<file path="config.mk">
export PLATFORM = sky130hd
export DESIGN_NAME = dds_freq_meter
export DESIGN_NICKNAME = d
export VERILOG_FILES = /design/src/rtl/dds_pkg.sv /design/src/rtl/hyst_xing_det.sv /design/src/rtl/dds_freq_meter.sv
export SDC_FILE = /design/constraint.sdc
export NUM_CORES = 1
export LEC_CHECK = 0
export CAP_MARGIN = 20
export CORE_MARGIN = 2
export CORE_UTILIZATION = 52
export DETAILED_ROUTE_END_ITERATION = 10
export PLACE_DENSITY = 0.76
export SLEW_MARGIN = 20
export SYNTH_ARGS = -nofsm -noshare
export SYNTH_HDL_FRONTEND = slang
export SYNTH_SLANG_ARGS = --single-unit
</file>
<file path="constraint.sdc">
create_clock -name clk -period 2.9 [get_ports clk]
set_input_delay 0.29 -clock clk [delete_from_list [all_inputs] [get_ports clk]]
set_output_delay 0.29 -clock clk [all_outputs]
set_load 0.03 [all_outputs]
</file>
<file path="src/rtl/dds_pkg.sv">
// Shared types for the waveform generator / frequency meter path.
package dds_pkg;

    localparam int unsigned WAVE_W = 16;

    typedef enum logic [1:0] {
        ST_IDLE,
        ST_ARM,
        ST_MEASURE,
        ST_DONE
    } meas_state_t;

    typedef enum logic {
        H_HIGH,
        H_LOW
    } hyst_state_t;

    // Waveform select codes used by the generator side.
    typedef enum logic [1:0] {
        WAVE_SINE,
        WAVE_SQUARE,
        WAVE_SAW,
        WAVE_TRI
    } wave_sel_t;

endpackage

</file>
<file path="src/rtl/hyst_xing_det.sv">
// Registers the incoming sample and flags rising mid-scale crossings with hysteresis.
// The detector free-runs so its armed/unarmed state is already known when a gate opens.
module hyst_xing_det
    import dds_pkg::*;
#(
    parameter logic [WAVE_W-1:0] MID  = 16'h8000,
    parameter logic [WAVE_W-1:0] HYST = 16'd1024
) (
    input  logic              clk,
    input  logic              rst,
    input  logic              sample_valid,
    input  logic [WAVE_W-1:0] sample,
    output logic              xing_c
);

    localparam logic [WAVE_W-1:0] LO_TH = MID - HYST;
    localparam logic [WAVE_W-1:0] HI_TH = MID + HYST;

    logic [WAVE_W-1:0] s_q;
    logic              v_q;
    hyst_state_t       state_q;
    hyst_state_t       state_d;

    // Input stage and hysteresis state register.
    always_ff @(posedge clk or negedge rst) begin
        if (!rst) begin
            s_q     <= '0;
            v_q     <= 1'b0;
            state_q <= H_HIGH;
        end else begin
            s_q     <= sample;
            v_q     <= sample_valid;
            state_q <= state_d;
        end
    end

    // Invalid samples hold state; the LOW->HIGH step is the crossing.
    always_comb begin
        state_d = state_q;
        xing_c  = 1'b0;
        if (v_q) begin
            case (state_q)
                H_HIGH: if (s_q < LO_TH) state_d = H_LOW;
                H_LOW: begin
                    if (s_q >= HI_TH) begin
                        state_d = H_HIGH;
                        xing_c  = 1'b1;
                    end
                end
                default: state_d = H_HIGH;
            endcase
        end
    end

endmodule

</file>
<file path="src/rtl/dds_freq_meter.sv">
// Gated crossing counter: reports crossings and the clock span from first to last
// crossing so software can derive fout = (edge_count-1)*fclk/span_cycles.
module dds_freq_meter
    import dds_pkg::*;
#(
    parameter int unsigned       GATE_CYCLES = 1000000,
    parameter logic [WAVE_W-1:0] MID         = 16'h8000,
    parameter logic [WAVE_W-1:0] HYST        = 16'd1024,
    parameter int unsigned       CNT_W       = 32
) (
    input  logic              clk,
    input  logic              rst,
    input  logic              start,
    input  logic              sample_valid,
    input  logic [WAVE_W-1:0] sample,
    output logic              busy,
    output logic              done,
    output logic [15:0]       edge_count,
    output logic [CNT_W-1:0]  span_cycles,
    output logic              no_signal
);

    localparam logic [CNT_W-1:0] GATE_LAST = CNT_W'(GATE_CYCLES - 1);
    localparam logic [15:0]      EDGE_MAX  = 16'hFFFF;

    logic              xing_c;
    meas_state_t       state_q;
    meas_state_t       state_d;
    logic [CNT_W-1:0]  gate_q;
    logic [CNT_W-1:0]  gate_d;
    logic [CNT_W-1:0]  span_q;
    logic [CNT_W-1:0]  span_d;
    logic [CNT_W-1:0]  last_span_q;
    logic [CNT_W-1:0]  last_span_d;
    logic [15:0]       edges_q;
    logic [15:0]       edges_d;

    hyst_xing_det #(
        .MID  (MID),
        .HYST (HYST)
    ) u_det (
        .clk          (clk),
        .rst          (rst),
        .sample_valid (sample_valid),
        .sample       (sample),
        .xing_c       (xing_c)
    );

    // State and counter registers; results capture on entry to DONE so they align with done.
    always_ff @(posedge clk or negedge rst) begin
        if (!rst) begin
            state_q     <= ST_IDLE;
            gate_q      <= '0;
            span_q      <= '0;
            last_span_q <= '0;
            edges_q     <= '0;
            busy        <= 1'b0;
            done        <= 1'b0;
            edge_count  <= '0;
            span_cycles <= '0;
            no_signal   <= 1'b0;
        end else begin
            state_q     <= state_d;
            gate_q      <= gate_d;
            span_q      <= span_d;
            last_span_q <= last_span_d;
            edges_q     <= edges_d;
            busy        <= (state_d == ST_ARM) || (state_d == ST_MEASURE);
            done        <= (state_d == ST_DONE);
            if (state_d == ST_DONE) begin
                edge_count  <= edges_d;
                span_cycles <= last_span_d;
                no_signal   <= (edges_d < 16'd2);
            end
        end
    end

    // Next state and counter updates; a crossing on the final gate cycle is still counted.
    always_comb begin
        state_d     = state_q;
        gate_d      = gate_q;
        span_d      = span_q;
        last_span_d = last_span_q;
        edges_d     = edges_q;
        case (state_q)
            ST_IDLE: begin
                if (start) begin
                    state_d     = ST_ARM;
                    gate_d      = '0;
                    span_d      = '0;
                    last_span_d = '0;
                    edges_d     = '0;
                end
            end
            ST_ARM: begin
                gate_d = gate_q + CNT_W'(1);
                if (xing_c) begin
                    state_d     = ST_MEASURE;
                    edges_d     = 16'd1;
                    span_d      = '0;
                    last_span_d = '0;
                end
                if (gate_q == GATE_LAST) state_d = ST_DONE;
            end
            ST_MEASURE: begin
                gate_d = gate_q + CNT_W'(1);
                span_d = span_q + CNT_W'(1);
                if (xing_c) begin
                    edges_d     = (edges_q == EDGE_MAX) ? edges_q : edges_q + 16'd1;
                    last_span_d = span_q + CNT_W'(1);
                end
                if (gate_q == GATE_LAST) state_d = ST_DONE;
            end
            ST_DONE: state_d = ST_IDLE;
            default: state_d = ST_IDLE;
        endcase
    end

endmodule
</file>
==> results.md <==
- The flow ran to the end, and the final reports show no timing, DRC or antenna violations.
- The share of flip-flops with an asynchronous set or reset after synthesis is 100%.
- The final number of hold-violating endpoints is 0.
- The clock reaches the later pin of the worst-skew pair after 0.43 ns.
- The number of port buffers is 60.
- The adder-cell share of the synthesized area is approximately 1.2%.
- The via count of the first global-routing pass was 6412.
- The worst min-delay path class is in -> reg.
- The maximum number of pins on one net before global-route repair is 68.
- The number of design rule violations left after detail routing is 0.
- Setup repair after global routing left no endpoint under its margin.
- For this configuration, the core starts out at a cell density of roughly 54%.
- The overall global routing resource usage is 23.6%.
- The library cell used most frequently in the layout, excluding fill and tap cells, is sky130_fd_sc_hd__dfrtp_1.
- Each instance of the synthesized netlist takes up on average between 9 and 10 um2.
- Summing all non-filler instances in the final layout gives an area of 0.00995 mm2.
- On the final layout, the worst clock skew is around 0.0094 ns.
- Summing all placed instances gives a cell area of 0.00919 mm2.
- For this design the top-level I/O count stands at 71.
- The die height is 130 um.
- The power density over the cells is approximately 790 mW/mm2.
- The achievable frequency is 0.377 GHz.
- The area of the die is 0.0169 mm2.
- The number of warnings reported in the yosys synthesis log is 0.
- The via count of the routed design is 6376.
- The clock edge transition at the registers on the reported setup and hold paths is 0.07 ns.
- The final layout contains routed wiring with a total length of 18400 um.
- The final-report max-slew violation count is 0.
- The required time at the endpoint of the critical path is 3.27 ns.
- The kind of end point of the critical path is a flop.
- The setup TNS after final layout is 0 ns.
- The worst register-to-register path has a depth of 9.
- The relative slew slack is 57.7%.
- The register bit count reported by yosys is 173.
- The clock period minus final worst setup slack is 2.65 ns.
- The first-pass GRT wire length is 31400 um.
- The number of antenna violations at the first check in global routing is 0.
- The proportion of layout cells with a drive suffix above 1 is roughly 14%.
- The multiplexer share of the synthesized area is 5.82%.
- The number of detailed-route iterations in the first pass is 4.
- Setup violations remaining at the end of the flow were counted as 0.
- After Yosys synthesis, and, or, nand and nor cells account for 21.3% of the synthesized area.
- The static power due to leakage is 4.45 nW.
- CTS placed an instance of sky130_fd_sc_hd__clkbuf_16 at the clock tree root.
- The clock tree synthesis step divided the H-tree into 4 levels.
- After detailed placement, the design holds a cell count of roughly 1100.
- After Yosys synthesis, XOR and XNOR cells account for 5.21% of the synthesized area.
- Dividing the detail-routed wire length by the instance count gives between 15 and 20 um.
- The total nets after synthesis is 857.
- The power consumption is 0.00788 W.
- The final cycle utilization of the critical path is 91.5%.
- The post-synthesis sequential area ratio is 52.6%.
- After floorplanning, the core was divided into 45 placement rows.
- Setup slack on the worst reg-to-reg path comes out at ~0.25 ns.
- At the end of the flow the core is filled with cells to 65.0%.
- The worst hold path cell count is 1.
- The synthesized design contains 0 enable-type register cells.
- The number of violations of the max-capacitance limit is 0.
- The top cell types in the final layout, fill and taps aside, are 173 x sky130_fd_sc_hd__dfrtp_1, 117 x sky130_fd_sc_hd__nand2_1, 87 x sky130_fd_sc_hd__nor2_1.
- The die boundary width is 130 um.
- By startpoint and endpoint, the worst setup path is classified as reg -> reg.
- Summing the areas of all compound-gate instances in the mapped netlist gives 11.2% of the synthesized area.
- After global routing the overflow that remains totals 0.
- At the end of routability-driven placement, the weighted congestion stood at 0.905.
- The clock buffer count from CTS is 17.
- The detailed placement HPWL is 12100 um.
- The worst hold path endpoint is u_det.s_q[11].
- TritonCTS built the clock tree.
- The data arrival time of the critical path is 3.02 ns.
- The dominant combinational cell family by area after synthesis is simple AND/OR/NAND/NOR gates.
- The number of violations reported at the end of detailed-routing iteration 0 is 498.
- After floorplanning, the core was sized to cover 0.0153 mm2.
- The number of distinct library cells after synthesis is 67.
- In the synthesized netlist the dominant register cell turns out to be sky130_fd_sc_hd__dfrtp_1.
- The capturing point of the worst reg2reg path is no_signal.
- The critical path startpoint category is a flop.
- The detail route stage leaves a number of antenna-violating nets equal to 0.
- The startpoint identified for the worst hold timing path is sample[11].
- The number of sinks handled by clock tree synthesis is 173.
- In this run the critical register-to-register path is launched from state_q[1].
- The finished layout holds approximately 1100 standard cells, fillers aside.
- The synthesized netlist occupies a cell area of a little over 0.008 mm2.
- The synthesis-to-layout area growth is 20.8%.
- The net count of the finished layout is 931.
- Counting every instance in the synthesized netlist gives 829.
- Using the TritonRoute via totals, the vias-per-cell ratio works out to approximately 5.7.
- The actual slew at the worst max-slew pin is 0.634 ns.
- Along the worst path, the maximum fanout reaches 5.
- The longest clock path from root to sink contains 2 buffers.
- Across the VDD grid, the largest voltage drop is ~670 uV.
- The number of diodes is 0.
[worst max path at each step]
| stage | cells past startpoint | start | to |
|---|---|---|---|
| 6_report | 9 | state_q[1] | no_signal |
| 5_1_grt | 12 | gate_q[0] | no_signal |
| 4_1_cts | 12 | gate_q[0] | no_signal |
| 3_5_place_dp | 12 | gate_q[0] | no_signal |
| 3_3_place_gp | 12 | gate_q[0] | no_signal |
| 2_1_floorplan | 12 | gate_q[0] | edge_count[15] |
[cells by family (layout without fill, tap and decap cells)]
family          after synthesis  in the layout
fa+ha+maj                     8              8
mux                          43             43
xor+xnor                     49             49
flops                       173            173
simple gates                357            357
buf+inv                      53            140
compound gates              146            146
[metal layers]
metal  up-vias  track usage, %  routed length (um)
met2       143            37.1                8870
li1       3076               -                   -
met4         0            8.79                 384
met3        28            4.76                 797
met1      3129            32.7                8380
met5         -               0                   0
[cells in the mapped netlist, drive strengths merged (11+ instances only)]
library cell,number,share of area [%]
nor3,15,1.1
xor2,25,2.7
and3,22,1.7
a22o,14,1.5
or3,13,1.0
xnor2,24,2.6
nand2,117,5.3
nor2,89,4.1
clkbuf,26,1.2
o21ai,62,3.8
mux2,39,5.3
inv,16,0.73
nand3,41,2.6
nand4,17,1.4
buf,11,0.74
dfrtp,173,53
a21oi,25,1.6
[area by class of cell]
class / instances / area, um2
sequential: 173 / 4330
clock buffer: 19 / 443
multi-input combinational: 603 / 3730
tap: 211 / 264
timing repair buffer: 92 / 915
fill: 1211 / 5360
clock inverter: 13 / 205
inverter: 16 / 60.1
[worst max-delay path, stage by stage (launching register included)]
cell and delay [ns]:
sky130_fd_sc_hd__dfrtp_1 0.44, sky130_fd_sc_hd__inv_1 0.10, sky130_fd_sc_hd__ha_1 0.22, sky130_fd_sc_hd__nor3b_1 0.15
sky130_fd_sc_hd__a22oi_1 0.42, sky130_fd_sc_hd__nand3_1 0.25, sky130_fd_sc_hd__o211a_1 0.20, sky130_fd_sc_hd__or3b_1 0.36
sky130_fd_sc_hd__nor4_2 0.25, sky130_fd_sc_hd__a32o_1 0.20
[sequential cells by signal, indices dropped and copies added, names as in the netlist]
name           flops
busy               1
done               1
edge_count        16
edges_q           16
gate_q            32
last_span_q       32
no_signal          1
span_cycles       32
span_q            32
state_q            2
u_det.s_q          6
u_det.state_q      1
u_det.v_q          1
[metrics by stage]
| stage | hold slack, ns | setup WS [ns] |
|---|---|---|
| final | 0.300 | 0.247 |
| after CTS | 0.283 | 0.00119 |
| after floorplan | -0.00559 | 0.00263 |
| after global routing | 0.286 | 0.0366 |
| after detailed placement | 0.342 | -0.102 |
| after global placement | 0.343 | 0.0187 |
[where the power goes]
group | leakage [nW] | internal [W] | switching (W)
clock | 0.312 | 0.00149 | 0.000981
combinational | 1.78 | 0.000947 | 0.00156
sequential | 2.36 | 0.00271 | 0.000196
[timing repair]
item,CTS,global route
setup buffers,0,1
setup endpoints to repair,44,44
hold buffers,1,0
hold endpoints to repair,64,0
gates resized for setup,2,16
cloned,0,1
pin swaps,2,4
Note: power is estimated with default switching activity, not from simulation.
